File: src/rtl/id_issue_stage.sv
// Decode/issue stage: decodes one MIPS instruction per cycle, reads operands and
// issues through a valid/ready ID/EX register guarded by a pending-write scoreboard.
module id_issue_stage #(
   parameter int XLEN  = 32,
   parameter int NREG  = 32,
   parameter int REG_W = 5,
   parameter int CNT_W = 2
) (
   input  logic             clk,
   input  logic             rst_n,
   input  logic             in_valid,
   output logic             in_ready,
   input  logic [31:0]      in_inst,
   input  logic [XLEN-1:0]  in_pc,
   input  logic             in_pred_taken,
   output logic [REG_W-1:0] rf_src1,
   output logic [REG_W-1:0] rf_src2,
   input  logic [XLEN-1:0]  rf_out1,
   input  logic [XLEN-1:0]  rf_out2,
   input  logic             wb_valid,
   input  logic [REG_W-1:0] wb_dest,
   input  logic [XLEN-1:0]  wb_data,
   input  logic             flush,
   output logic             redirect,
   output logic [XLEN-1:0]  redirect_pc,
   output logic             out_valid,
   input  logic             out_ready,
   output logic [5:0]       out_alu_op,
   output logic [XLEN-1:0]  out_src1,
   output logic [XLEN-1:0]  out_src2,
   output logic [REG_W-1:0] out_rf_dest,
   output logic [XLEN-1:0]  out_mem_data,
   output logic             out_is_load,
   output logic             out_is_store,
   output logic             out_is_branch,
   output logic [XLEN-1:0]  out_pc,
   output logic             out_pred_taken
);
   localparam logic [CNT_W-1:0] CNT_MAX = '1;

   logic [5:0]       opcode, funct;
   logic [4:0]       shamt;
   logic [REG_W-1:0] rs, rt, rd, dest, raw_src1;
   logic             is_r, is_j, is_jal, is_jr, is_br, is_ld, is_st, is_alui, is_shift, zext;
   logic [XLEN-1:0]  v1, v2, imm, src1, src2;
   logic             hazard, waw, accept;
   logic [CNT_W-1:0] cnt     [NREG];
   logic [CNT_W-1:0] cnt_nxt [NREG];

   function automatic logic raw(input logic [REG_W-1:0] s, input logic [CNT_W-1:0] c,
                                input logic wbv, input logic [REG_W-1:0] wbd);
      return (s != '0) && (c != '0) && !((c == CNT_W'(1)) && wbv && (wbd == s));
   endfunction

   assign opcode   = in_inst[31:26];
   assign rs       = REG_W'(in_inst[25:21]);
   assign rt       = REG_W'(in_inst[20:16]);
   assign rd       = REG_W'(in_inst[15:11]);
   assign shamt    = in_inst[10:6];
   assign funct    = in_inst[5:0];

   assign is_r     = (opcode == 6'h00);
   assign is_j     = (opcode == 6'h02);
   assign is_jal   = (opcode == 6'h03);
   assign is_jr    = is_r && (funct == 6'h08);
   assign is_br    = opcode inside {[6'h04:6'h07]};
   assign is_ld    = opcode inside {[6'h20:6'h26]};
   assign is_st    = opcode inside {6'h28, 6'h29, 6'h2A, 6'h2B, 6'h2E};
   assign is_alui  = opcode inside {[6'h08:6'h0F]};
   assign is_shift = is_r && (funct inside {6'h00, 6'h02, 6'h03});
   assign zext     = opcode inside {[6'h0C:6'h0F]};

   assign rf_src1  = rs;
   assign rf_src2  = (is_r || is_br || is_st) ? rt : '0;
   // J/JAL carry a jump index in the rs field, so it is not a real source.
   assign raw_src1 = (is_j || is_jal) ? '0 : rs;

   always_comb begin
      dest = '0;
      if (is_r && !is_jr)      dest = rd;
      else if (is_jal)         dest = REG_W'(5'd31);
      else if (is_ld || is_alui) dest = rt;
   end

   assign v1   = (wb_valid && wb_dest == rf_src1 && rf_src1 != '0) ? wb_data : rf_out1;
   assign v2   = (wb_valid && wb_dest == rf_src2 && rf_src2 != '0) ? wb_data : rf_out2;
   assign imm  = zext ? {{(XLEN-16){1'b0}}, in_inst[15:0]} : {{(XLEN-16){in_inst[15]}}, in_inst[15:0]};
   assign src1 = is_shift ? {{(XLEN-5){1'b0}}, shamt} : (is_jal ? in_pc : v1);
   assign src2 = (is_r || is_br) ? v2 : (is_jal ? XLEN'(4) : imm);

   assign waw      = (dest != '0) && (cnt[dest] == CNT_MAX) && !(wb_valid && wb_dest == dest);
   assign hazard   = raw(raw_src1, cnt[raw_src1], wb_valid, wb_dest) ||
                     raw(rf_src2, cnt[rf_src2], wb_valid, wb_dest) || waw;
   assign in_ready = (!out_valid || out_ready) && !hazard && !flush;
   assign accept   = in_valid && in_ready;

   assign redirect    = accept && (is_j || is_jal || is_jr);
   assign redirect_pc = is_jr ? v1 : {in_pc[XLEN-1:28], in_inst[25:0], 2'b00};

   // Scoreboard next state: accept increments, retiring writes and squashed bundles decrement.
   always_comb begin
      logic inc, dwb, dfl;
      inc = 1'b0;
      dwb = 1'b0;
      dfl = 1'b0;
      cnt_nxt = cnt;
      cnt_nxt[0] = '0;
      for (int r = 1; r < NREG; r++) begin
         inc = accept && (dest == REG_W'(r));
         dwb = wb_valid && (wb_dest == REG_W'(r)) && (cnt[r] != '0);
         dfl = flush && out_valid && (out_rf_dest == REG_W'(r));
         if (inc)
            cnt_nxt[r] = dwb ? cnt[r] : cnt[r] + CNT_W'(1);
         else if (dwb && dfl)
            cnt_nxt[r] = (cnt[r] > CNT_W'(1)) ? cnt[r] - CNT_W'(2) : '0;
         else if (dwb || dfl)
            cnt_nxt[r] = (cnt[r] != '0) ? cnt[r] - CNT_W'(1) : '0;
      end
   end

   always_ff @(posedge clk or negedge rst_n) begin
      if (!rst_n) begin
         for (int r = 0; r < NREG; r++) cnt[r] <= '0;
      end else begin
         cnt <= cnt_nxt;
      end
   end

   // ID/EX register: loads only on accept so a stalled bundle holds still.
   always_ff @(posedge clk or negedge rst_n) begin
      if (!rst_n) begin
         out_valid      <= 1'b0;
         out_alu_op     <= '0;
         out_src1       <= '0;
         out_src2       <= '0;
         out_rf_dest    <= '0;
         out_mem_data   <= '0;
         out_is_load    <= 1'b0;
         out_is_store   <= 1'b0;
         out_is_branch  <= 1'b0;
         out_pc         <= '0;
         out_pred_taken <= 1'b0;
      end else if (accept) begin
         out_valid      <= 1'b1;
         out_alu_op     <= is_r ? funct : opcode;
         out_src1       <= src1;
         out_src2       <= src2;
         out_rf_dest    <= dest;
         out_mem_data   <= v2;
         out_is_load    <= is_ld;
         out_is_store   <= is_st;
         out_is_branch  <= is_br;
         out_pc         <= in_pc;
         out_pred_taken <= in_pred_taken;
      end else if (flush || out_ready) begin
         out_valid      <= 1'b0;
      end
   end
endmodule

File: config.mk
export PLATFORM = sky130hd
export DESIGN_NAME = id_issue_stage
export DESIGN_NICKNAME = d
export VERILOG_FILES = /design/src/rtl/id_issue_stage.sv
export SDC_FILE = /design/constraint.sdc
export NUM_CORES = 1
export LEC_CHECK = 0
export ABC_AREA = 0
export ABC_CLOCK_PERIOD_IN_PS = 7600
export CAP_MARGIN = 0
export CORE_ASPECT_RATIO = 0.6
export CORE_MARGIN = 2
export CORE_UTILIZATION = 35
export DETAILED_ROUTE_END_ITERATION = 8
export REMOVE_ABC_BUFFERS = 1
export SLEW_MARGIN = 20
export SYNTH_ARGS = -nofsm -noshare
export SYNTH_HDL_FRONTEND = slang
export SYNTH_SLANG_ARGS = --single-unit
File: constraint.sdc
create_clock -name clk -period 7.6 [get_ports clk]
set_input_delay 0.76 -clock clk [delete_from_list [all_inputs] [get_ports clk]]
set_output_delay 0.76 -clock clk [all_outputs]
set_load 0.01 [all_outputs]
## Word-level counts from Yosys, hierarchy flattened

Index checks and enable logic that the tools add are counted.

| word-level totals | value |
|---|---|
| bits in registers | 206 |
| input bits | 172 |
| word-level logic and storage cells | 864 |
| output and inout bits | 188 |

| cells by class | value |
|---|---|
| equal/unequal tests | 141 |
| magnitude comparators | 41 |
| bitwise operators | 3 |
| mux-type cells | 211 |
| reductions and logical operators | 333 |
| $add $sub $neg | 93 |

Operator list:

| operator | count |
|---|---|
| 2-bit 2-to-1 mux | 192 |
| 32-bit 2-to-1 mux | 8 |
| 5-bit equality test (second input constant) | 48 |
| 1-bit logical AND | 182 |
| 5-bit by 4-bit equality test with 1-bit output (second input constant) | 24 |
| 3-bit nonzero test | 32 |
| 2-bit nonzero test | 34 |
| 2-bit by 1-bit adder with 2-bit output (second input constant) | 31 |
| 2-bit by 1-bit > comparator with 1-bit output (second input constant) | 31 |
| 2-bit != test (second input constant) | 31 |
| 2-bit AND reduction | 31 |
| 2-bit by 1-bit subtractor with 2-bit output (second input constant) | 31 |
| 2-bit subtractor (second input constant) | 31 |
| 5-bit by 3-bit equality test with 1-bit output (second input constant) | 12 |
| 1-bit logical OR | 40 |
| 2-bit binary-select mux with 5-bit select | 3 |
| 5-bit by 2-bit equality test with 1-bit output (second input constant) | 6 |
| 6-bit equality test (second input constant) | 5 |
| 5-bit 2-to-1 mux | 5 |
| 5-bit nonzero test | 5 |
| 6-bit by 2-bit equality test with 1-bit output (second input constant) | 4 |
| 6-bit >= comparator (second input constant) | 4 |
| 5-bit equality test | 4 |
| 5-bit NOT with 6-bit output | 3 |
| 13 further kinds | 25 |

## Longest topological paths before layout

Gate-level depths: netlist (run 1).

| logic depth | value |
|---|---|
| word-level depth | 23 |
| gate-level depth with buffers | 19 |
| depth with buffers taken out | 11 |

## Worst setup path after synthesis (run 1)

Ideal clock, no wire load.

| path | value |
|---|---|
| path type | input-to-output |
| start | input in_inst[31] |
| end | output redirect |
| arrival time | 3938 ps |
| data required time | 6840 ps |
| buffers on the path | 5 |
| path slack | 2902 ps |
| cell stages on the path | 14 |
| path through | buf_6 > or4_4 > a211o_1 > a31oi_1 > mux2_2 > a2111oi_0 > a31oi_1 > nand3b_2 > nand4_1 > buf_4 > buf_2 > buf_4 > buf_2 > a21oi_1 |

| between the ends | value |
|---|---|
| cells in the longest elaborated chain, start to end | 21 |
| elaborated cells between the ends (all ways) | 75 |
| those cells by class | order compare (6); eq/ne (13); mux (14); bitwise (3); reduce/logical (39) |

RTL lines:

| element | line | text |
|---|---|---|
| start: declaration | 13 | `input logic [31:0] in_inst,` |
| 6-bit by 3-bit >= comparator with 1-bit output or 6-bit by 3-bit less-or-equal comparator with 1-bit output (tied branches) | 66 | `assign is_br = opcode inside {[6'h04:6'h07]};` |
| 1-bit logical AND | 66 |  |
| 1-bit logical OR (2 in series) | 74 | `assign rf_src2 = (is_r \|\| is_br \|\| is_st) ? rt : '0;` |
| 5-bit 2-to-1 mux | 74 |  |
| 5-bit NOT with 6-bit output (not written as such) | 93 | `raw(rf_src2, cnt[rf_src2], wb_valid, wb_dest) \|\| waw;` |
| 2-bit binary-select mux with 5-bit select | 93 |  |
| 2-bit 2-to-1 mux (not written as such) (2 in series) | 93 |  |
| 2-bit by 1-bit equality test with 1-bit output | 52 | `return (s != '0) && (c != '0) && !((c == CNT_W'(1)) && wbv && (wbd == s));` |
| 1-bit logical AND (2 in series) | 52 |  |
| 1-bit logical NOT | 52 |  |
| 1-bit logical AND | 52 |  |
| 1-bit logical OR | 92 | `assign hazard = raw(raw_src1, cnt[raw_src1], wb_valid, wb_dest) \|\|` |
| 1-bit logical OR | 93 |  |
| 1-bit logical NOT | 94 | `assign in_ready = (!out_valid \|\| out_ready) && !hazard && !flush;` |
| 1-bit logical AND (2 in series) | 94 |  |
| 1-bit logical AND | 95 | `assign accept = in_valid && in_ready;` |
| 1-bit logical AND * | 97 | `assign redirect = accept && (is_j \|\| is_jal \|\| is_jr);` |
| end: declaration | 24 | `output logic redirect,` |

Mark *: on every way between the ends. The rest lies on a longest branch, timed or not. The select of a mux whose other input is x is not followed.

## Worst setup path after layout (run 1)

| path | value |
|---|---|
| start | input in_inst[28] |
| end | output in_ready |

| between the ends | value |
|---|---|
| cells in the longest elaborated chain, start to end | 19 |
| elaborated cells between the ends (all ways) | 72 |
| those cells by class | order compare (6); eq/ne (13); mux (14); bitwise (3); reduce/logical (36) |

RTL lines:

| element | line | text |
|---|---|---|
| 6-bit by 3-bit >= comparator with 1-bit output or 6-bit by 3-bit less-or-equal comparator with 1-bit output (tied branches) | 66 |  |
| 1-bit logical AND | 66 |  |
| 1-bit logical OR (2 in series) | 74 |  |
| 5-bit 2-to-1 mux | 74 |  |
| 5-bit NOT with 6-bit output (not written as such) | 93 |  |
| 2-bit binary-select mux with 5-bit select | 93 |  |
| 2-bit 2-to-1 mux (not written as such) (2 in series) | 93 |  |
| 2-bit by 1-bit equality test with 1-bit output | 52 |  |
| 1-bit logical AND (2 in series) | 52 |  |
| 1-bit logical NOT | 52 |  |
| 1-bit logical AND | 52 |  |
| 1-bit logical OR | 92 |  |
| 1-bit logical OR * | 93 |  |
| 1-bit logical NOT * | 94 |  |
| 1-bit logical AND * (2 in series) | 94 |  |
| end: declaration | 12 | `output logic in_ready,` |

Marked as above.

==> impl_results.md, run 1 <==
* Count of cell types in the netlist at 95
* Slew @ Worst Pin at between 1000 and 1500 ps
* Max incr delay on CP at around 900 ps
* CORE AREA at around 48000 um^2
* Grt ovf at 0
* Pwr/cell area at around 220 nW/um^2
* CTS Buf Count at 23
* DR vias at about 17000
* Die W at about 290 um
* CP cell instances: clkdlybuf4s50_1 -> or4_4 -> a211o_1 -> a31oi_2 -> buf_4 -> nor2_1 -> a311oi_1 -> o21ai_1 -> nand4b_2 -> nand3_4 -> inv_1 -> clkdlybuf4s50_1
* Fill cells at roughly 4600
* Max Cap Viol at 0
* Avg Inst Size Synth at 8.520 um^2
* CTS max path bufs at 3
* Max-slew violation count at 0
* Final #Nets at 2556
* Routed wire length at between 60000 and 70000 um
* Crit path max-delay family: compound AO/OA/AOI/OAI gates
* Top-Level Pins at 360
* Critical Path AT at approximately 5700 ps
* Critical path class: in -> out
* Clock Latency Late Sink at 550 ps
* Tcrit/Tclk final at 0.8526
* DP Worst Slack at ~1200 ps
* Detailed placement HPWL at about 53000 um
* First-pass GRT wire length at between 100000 and 150000 um
* Gpl congestion at approximately 1.0
* Most common cell after layout, fill and taps aside: clkdlybuf4s50_1
* Clock share of power at 0.268
* Worst setup margin at about 1100 ps
* HP Class: in -> async
* Mapped cell area at approximately 17000 um^2
* Vert. Die Dim at 174.5 um
* Fmax at 154.3 MHz
* ANT nets after route at 0
* TritonCTS clock tree: done
* Ys async rst share at 1.000
* Post-synth EDFFs at 0
* Synthesized instance count at between 1500 and 2000
* Worst-path maximum fanout at 33
* Clock sink count at 206
* Critical Path RT at 6840 ps
* Tot GR Track Use at 0.2707
* Hold Buf Count CTS at 0
* Ys flop type: dfrtp_1
* Setup Buffers After CTS at 0
* Synthesized flop and latch total at a little over 200
* H-tree levels at 1
* Max-slew headroom at 0.2209
* Vias in the first global route at ~16000
* Final non-filler cell total at a little under 3000
* Minimum clock period at 6480 ps
* DRC errors left at 0
* Commonest cells after routing, fill and taps aside: 356 x clkdlybuf4s50_1, 265 x nand2_1, 206 x dfrtp_1, 147 x nor2_1, 142 x o21ai_0
* FP Rows at 62
* Register area at ~5200 um^2
* Setup-failing EPs final at 0
* Synthesis warning total at 0
* CTS Root Cell: clkbuf_16
* Crit path buf inv count at 4
* Largest net degree at the start of global routing at ~240
* Wire per inst at roughly 24 um
* Final hold viol count at 0
* Setup crit end kind: output pin
* Die area at between 50000 and 60000 um^2
* DR vias/cell at slightly below 6
* Clk slew on worst S/H paths at 70 ps
* Internal power at 3.144 mW
* Pre-antenna DRT Iters at 6
* Buffers added on ports at 359
* Flop pwr share at 0.357
* Multi-input logic area at about 11000 um^2
* P_leak at ~9.4 nW
* Logic pwr share at 0.374
* Layout area overhead at 28.46%
* Share of layout cells above drive strength 1 at 0.08128
* Psw at roughly 1.7 mW
* Worst Skew at approximately 24 ps
* Iter 0 DRT Violations at approximately 2000
* Sw Share at 0.3503
* Slowest stage cell, crit path: a31oi_2
* Cell repeated most along the worst path: clkdlybuf4s50_1
* Sequential area share after synthesis at 0.3039
* Outcome: complete, no violations
* Dpl cells at 2875
* Post-CTS Resized at 0
* Antenna violations before repair at 4
* Initial core utilization at 0.3544
* RSZ-0062 raised after global routing: no
* Peak supply drop at approximately 0.00017 V
* Crit path launch type: input port
## per-stage QoR
step / TNS (ps) / hold slack [ps] / util / area, um^2 / power [mW]
final: 0 / 215.5 / 0.4553 / 21790 / 4.839
after floorplan: -340800 / 464.4 / - / 16340 / 2.433
after detailed placement: 0 / 464.9 / 0.4370 / 20920 / 3.538
after global routing: 0 / 289.7 / 0.4552 / 21790 / 5.080
after global placement: 0 / 461.2 / 0.4370 / 20920 / 3.500
after CTS: 0 / 281.5 / 0.4550 / 21780 / 4.855
## cell type report
type / instances / share of cell area
Multi-Input combinational cell: 1573 / 0.5011
Inverter: 77 / 0.01326
Sequential cell: 206 / 0.2366
Clock buffer: 31 / 0.03101
Tap cell: 640 / 0.03675
Antenna cell: 5 / 0.0005742
Timing Repair Buffer: 379 / 0.1721
Clock inverter: 10 / 0.008555
## state kept, by name (all words and copies together) (netlist names)
name	flops
out_is_load	1
out_pc	32
out_src1	32
out_pred_taken	1
out_mem_data	32
out_src2	32
out_is_branch	1
out_rf_dest	5
out_valid	1
out_alu_op	6
out_is_store	1
cnt	62
## worst register-to-register path, cell delays in order (launching register included)
cell and delay (ps):
dfrtp_1 500, nor2b_1 180, mux4_2 470, o311ai_1 480, o311ai_1 200, nor3_2 130
nand4b_1 160, nor4_4 710, nand3_4 570, nor3_1 590, mux2_2 400, o221ai_1 170
## cells by family after synthesis
| family | share of synthesized area |
|---|---|
| and+or+nand+nor | 0.2188 |
| xor gates and xnor gates | 0.02220 |
| AOI/OAI and AO/OA | 0.1814 |
| muxes | 0.1287 |
| DFF | 0.3039 |
| adders and majority gates | 0.09146 |
| buffers and inverters | 0.05355 |
## per-layer routing
metal	global-route usage	part of all wire	vias up	wire length, um
met5	0	0	-	0
met4	0.06865	0.026	0	1794
met3	0.07795	0.10	121	7248
met2	0.3897	0.42	879	29120
met1	0.3938	0.45	8435	31670
li1	-	-	7758	-
## worst paths after layout
| path | end | depth (start not counted) | start | slack, ps |
|---|---|---|---|---|
| worst min-delay path | out_src1[8] | 1 | rst_n | 220 |
| worst max-delay path | in_ready | 12 | in_inst[28] | 1120 |
| min in group clk | out_src2[8] | 2 | out_src2[8] | 480 |
| worst min register to register | out_src2[8] | 2 | out_src2[8] | 480 |
| max in group asynchronous | out_mem_data[23] | 2 | rst_n | 5920 |
| worst max register to register | cnt[1] | 11 | cnt[13] | 2960 |
## synthesized netlist by cell type (7+ instances only)
library cell  instances  area, um^2
xor2_1                9       78.83
o31ai_1              32       240.2
o211ai_1             24       180.2
nand4_1              12       75.07
mux4_2               19       427.9
nand2b_1             16       100.1
or4_1                 8       60.06
nor4_1               15       93.84
buf_4                 9       67.56
ha_1                124        1551
and3_1               22       137.6
o22ai_1              10       62.56
buf_2                33       165.2
a21boi_0              7       52.55
clkbuf_1             70       262.8
inv_1                77       289.0
nor3_2               12       120.1
mux2i_1             103        1031
nand2_1             265       994.7
o21ai_0             142       710.7
o311a_1              11       110.1
a211o_1              16       140.1
o32ai_1               7       61.31
a21oi_1              94       470.5
nor2_1              147       551.8
mux2_2               63       709.4
nand3b_1             14       105.1
a211oi_1             12       90.09
xnor2_1              34       297.8
nand3_1              69       345.3
a221o_1               7       70.07
nor2b_1              14       87.58
nand4b_1             10       87.58
a31oi_1              18       112.6
or3_1                47       294.0
dfrtp_1             206        5155
buf_1                18       67.56
nor3_1               72       360.4
## power by group through the flow
| stage | registers, mW | logic (mW) | clock network [mW] |
|---|---|---|---|
| 4_1_cts | 1.72 | 1.81 | 1.33 |
| 3_5_place_dp | 1.74 | 1.80 | 0 |
| 2_1_floorplan | 1.80 | 0.637 | 0 |
| 6_report | 1.73 | 1.81 | 1.30 |
| 5_1_grt | 1.77 | 1.94 | 1.38 |
| 3_3_place_gp | 1.72 | 1.78 | 0 |
Power figures use the tool's default switching activity.
==> inputs of run 2 (changes only) <==
--- a/config.mk
+++ b/config.mk
@@ -5,13 +5,14 @@
 export SDC_FILE = /design/constraint.sdc
 export NUM_CORES = 1
 export LEC_CHECK = 0
-export ABC_AREA = 0
+export ABC_AREA = 1
 export ABC_CLOCK_PERIOD_IN_PS = 7600
 export CAP_MARGIN = 0
 export CORE_ASPECT_RATIO = 0.6
 export CORE_MARGIN = 2
 export CORE_UTILIZATION = 35
 export DETAILED_ROUTE_END_ITERATION = 8
+export HOLD_SLACK_MARGIN = 0.08
 export REMOVE_ABC_BUFFERS = 1
 export SLEW_MARGIN = 20
 export SYNTH_ARGS = -nofsm -noshare
==> run 2 against run 1 <==
  * Sequential power is 5% higher
  * Critical path type unchanged
  * First-iteration DRC count rose by 33%
  * Final cell count rose by 23%
  * Flip-flop and latch count unchanged
  * Die area up 0.57%
==> impl_results.md, run 2 <==
* CP cell instances: clkdlybuf4s50_1 -> nor2_1 -> nand3_1 -> nand3_1 -> nand2_1 -> buf_4 -> nand2_1 -> nand3_1 -> nand2_1 -> nand2_1 -> nand2_1 -> nand3b_1 -> nand2_1 -> nor2_1 -> nor2_2 -> and3_4 -> inv_6 -> a21oi_1 -> clkdlybuf4s50_1 (was clkdlybuf4s50_1 -> or4_4 -> a211o_1 -> a31oi_2 -> buf_4 -> nor2_1 -> a311oi_1 -> o21ai_1 -> nand4b_2 -> nand3_4 -> inv_1 -> clkdlybuf4s50_1)
* Routed wire length at 82440 um (was 69830 um)
* Commonest cells after routing, fill and taps aside: 819 x nand2_1, 357 x clkdlybuf4s50_1, 287 x inv_1, 274 x nor2_1, 216 x nand3_1 (was 356 x clkdlybuf4s50_1, 265 x nand2_1, 206 x dfrtp_1, 147 x nor2_1, 142 x o21ai_0)
* Most common cell in the netlist: nand2_1 (unchanged)
* Ys async rst share at 1.000 (unchanged)
* Layout area overhead at 28.71% (was 28.46%)
* Post-synth EDFFs at 0 (unchanged)
* Ys flop type: dfrtp_1 (unchanged)
* DR vias at 19630 (was 17190)
* Synthesis warning total at 0 (unchanged)
* Synth area leaders: dfrtp_1 30%, nand2_1 18%, ha_1 9.1% (was dfrtp_1 30%, ha_1 9.1%, mux2i_1 6.1%)
* Max incr delay on CP at 740 ps (was 900 ps)
* Clk slew on worst S/H paths at 60 ps (was 70 ps)
* Worst setup margin at 1119 ps (was 1120 ps)
* Critical path class: in -> out (unchanged)
* Synthesized instance count at 2641 (was 1991)
* Mapped cell area at 17060 um^2 (was 16960 um^2)
* H-tree levels at 1 (unchanged)
* Crit path max-delay family: simple AND/OR/NAND/NOR gates (was compound AO/OA/AOI/OAI gates)
* Setup_tns at 0 ps (unchanged)
* Tcrit/Tclk final at 0.8528 (was 0.8526)
* Avg Inst Size Synth at 6.460 um^2 (was 8.520 um^2)
* Pwr/cell area at 234.6 nW/um^2 (was 222.1 nW/um^2)
* Vias in the first global route at 18240 (was 16340)
* Tot GR Track Use at 0.3201 (was 0.2707)
* P_leak at 10.06 nW (was 9.387 nW)
* Crit path launch type: input port (unchanged)
* CTS Buf Count at 24 (was 23)
* Setup Buffers After CTS at 0 (unchanged)
* CTS max path bufs at 3 (unchanged)
* Max-slew violation count at 0 (unchanged)
* ANT nets after route at 0 (unchanged)
* Sequential area share after synthesis at 0.3021 (was 0.3039)
* Critical Path AT at 5720 ps (about the same)
* Vert. Die Dim at 175.0 um (was 174.5 um)
* Count of cell types in the netlist at 40 (was 95)
* Die W at 289.0 um (was 288.2 um)
* Clock sink count at 206 (unchanged)
* Setup-failing EPs final at 0 (unchanged)
* Post-CTS Resized at 0 (unchanged)
* DP Worst Slack at 1206 ps (was 1237 ps)
* Final hold viol count at 0 (unchanged)
* Final #Nets at 3232 (was 2556)
* Pre-antenna DRT Iters at 6 (unchanged)
* DR vias/cell at 5.456 (was 5.886)
* Buffers added on ports at 359 (unchanged)
* Max Cap Viol at 0 (unchanged)
* CTS Root Cell: clkbuf_16 (unchanged)
* Area share of the largest cell type after synthesis at 0.3021 (was 0.3039)
* Critical Path RT at 6840 ps (about the same)
* Die area at 50590 um^2 (was 50300 um^2)
* Worst Skew at 13.95 ps (was 23.89 ps)
* Crit path buf inv count at 4 (unchanged)
* Slew @ Worst Pin at 1089 ps (was 1166 ps)
* Largest net degree at the start of global routing at 151 (was 237)
* Hold Buf Count CTS at 0 (unchanged)
* Gpl congestion at 1.044 (was 1.032)
* HP Class: in -> async (unchanged)
* First-pass GRT wire length at 121300 um (was 103900 um)
* Grt ovf at 0 (unchanged)
* TritonCTS clock tree: done (unchanged)
* Fmax at 154.3 MHz (about the same)
* CORE AREA at 47940 um^2 (was 47860 um^2)
* Cell repeated most along the worst path: nand2_1 (was clkdlybuf4s50_1)
* Iter 0 DRT Violations at 2614 (was 1965)
* Outcome: complete, no violations (unchanged)
* Worst-path maximum fanout at 65 (was 33)
* Share of layout cells above drive strength 1 at 0.03588 (was 0.08128)
* Peak supply drop at 0.0001656 V (was 0.0001732 V)
* Slowest stage cell, crit path: nand2_1 (was a31oi_2)
* Utilization after layout at 0.4581 (was 0.4553)
* Synthesized flop and latch total at 206 (unchanged)
* Antenna violations before repair at 6 (was 4)
* FP Rows at 62 (unchanged)
* Wire per inst at 22.91 um (was 23.91 um)
* Most flops, register: cnt (unchanged)
* Post-synth top cells: 819 x nand2_1, 289 x inv_1, 275 x nor2_1, 216 x nand3_1, 206 x dfrtp_1 (was 265 x nand2_1, 206 x dfrtp_1, 147 x nor2_1, 142 x o21ai_0, 124 x ha_1)
* Fill cells at 4941 (was 4604)
* Detailed placement HPWL at 63110 um (was 53230 um)
* Setup crit end kind: output pin (unchanged)
* Initial core utilization at 0.3559 (was 0.3544)
* Minimum clock period at 6481 ps (was 6480 ps)
* DRC errors left at 0 (unchanged)
* Top-Level Pins at 360 (unchanged)
* Largest register FFs at 62 (unchanged)
* Dominant cell type by area after synthesis: dfrtp_1 (unchanged)
* Max-slew headroom at 0.2692 (was 0.2209)
* RSZ-0062 raised after global routing: no (unchanged)
* Clock Latency Late Sink at 550 ps (about the same)
* Most common cell after layout, fill and taps aside: nand2_1 (was clkdlybuf4s50_1)
-- run 2: cell count changes after synthesis, sizes merged, moves of 49 or more --
cell	change
inv	+219
mux2	-63
mux2i	-102
nand2	+561
nand3	+147
nand4	+112
nor2	+136
nor3	-49
o21ai	+80
-- run 2: per-layer routing --
metal / part of all wire / global-route usage / up-vias
met2: 0.41 / 0.4597 / 883
li1: - / - / 9210
met5: 0 / 0 / -
met1: 0.47 / 0.4919 / 9438
met4: 0.023 / 0.07302 / 0
met3: 0.089 / 0.05587 / 100
-- run 2: metrics by stage --
stage	area (um^2)	hold slack (ps)	total power, mW	std cells
2_1_floorplan	16480	464.4	2.551	2521
6_report	21960	133.4	5.152	3598
4_1_cts	21950	152.7	5.160	3594
3_3_place_gp	21130	454.5	3.881	3550
3_5_place_dp	21130	457.4	3.904	3550
5_1_grt	21960	155.9	5.407	3598
-- run 2: final cells by class --
class,instances,area (um^2),area share
Inverter,300,1131,0.05151
Antenna cell,4,10.01,0.0004558
Tap cell,640,800.8,0.03647
Sequential cell,206,5155,0.2347
Clock inverter,9,105.1,0.004786
Timing Repair Buffer,389,3831,0.1745
Multi-Input combinational cell,2015,10210,0.4651
Clock buffer,35,713.2,0.03248
-- run 2: path summary, 6_finish.rpt --
check / start / end / slack, ps / depth (start not counted)
setup reg to reg: cnt[2] / out_src2[21] / 3410 / 13
hold / removal: rst_n / out_mem_data[5] / 130 / 1
min in group clk: out_mem_data[24] / out_mem_data[24] / 470 / 2
max in group asynchronous: rst_n / cnt[41] / 6140 / 2
setup / recovery: in_inst[27] / redirect / 1120 / 19
hold reg to reg: out_mem_data[24] / out_mem_data[24] / 470 / 2
-- run 2: report_power, final --
group          internal [mW]  total (mW)  switching [mW]
clock                  0.721        1.23           0.513
sequential              1.48        1.81           0.329
combinational          0.988        2.11            1.12
total                   3.18        5.15            1.97
-- run 2: logic make-up (layout without fill, tap and decap cells) --
logic type	Yosys count	in the layout	share of synthesized area
AOI/OAI and AO/OA	372	372	0.1234
adders and majority gates	124	124	0.09094
DFF	206	206	0.3021
and+or+nand+nor	1508	1508	0.3773
buffers and inverters	420	733	0.1003
xor gates and xnor gates	9	9	0.004620
other	0	4	0
muxes	2	2	0.001247
-- run 2: worst register-to-register path: stages (launching register included) --
cell      delay [ps]
dfrtp_1          540
inv_1            240
o211ai_1         460
nand4_1          150
nand2_1           80
nand3_1           90
nand2_2          180
nand2_2           80
and3_4           250
inv_6            390
buf_4            650
buf_4            740
nand2_1          140
o211ai_1         130
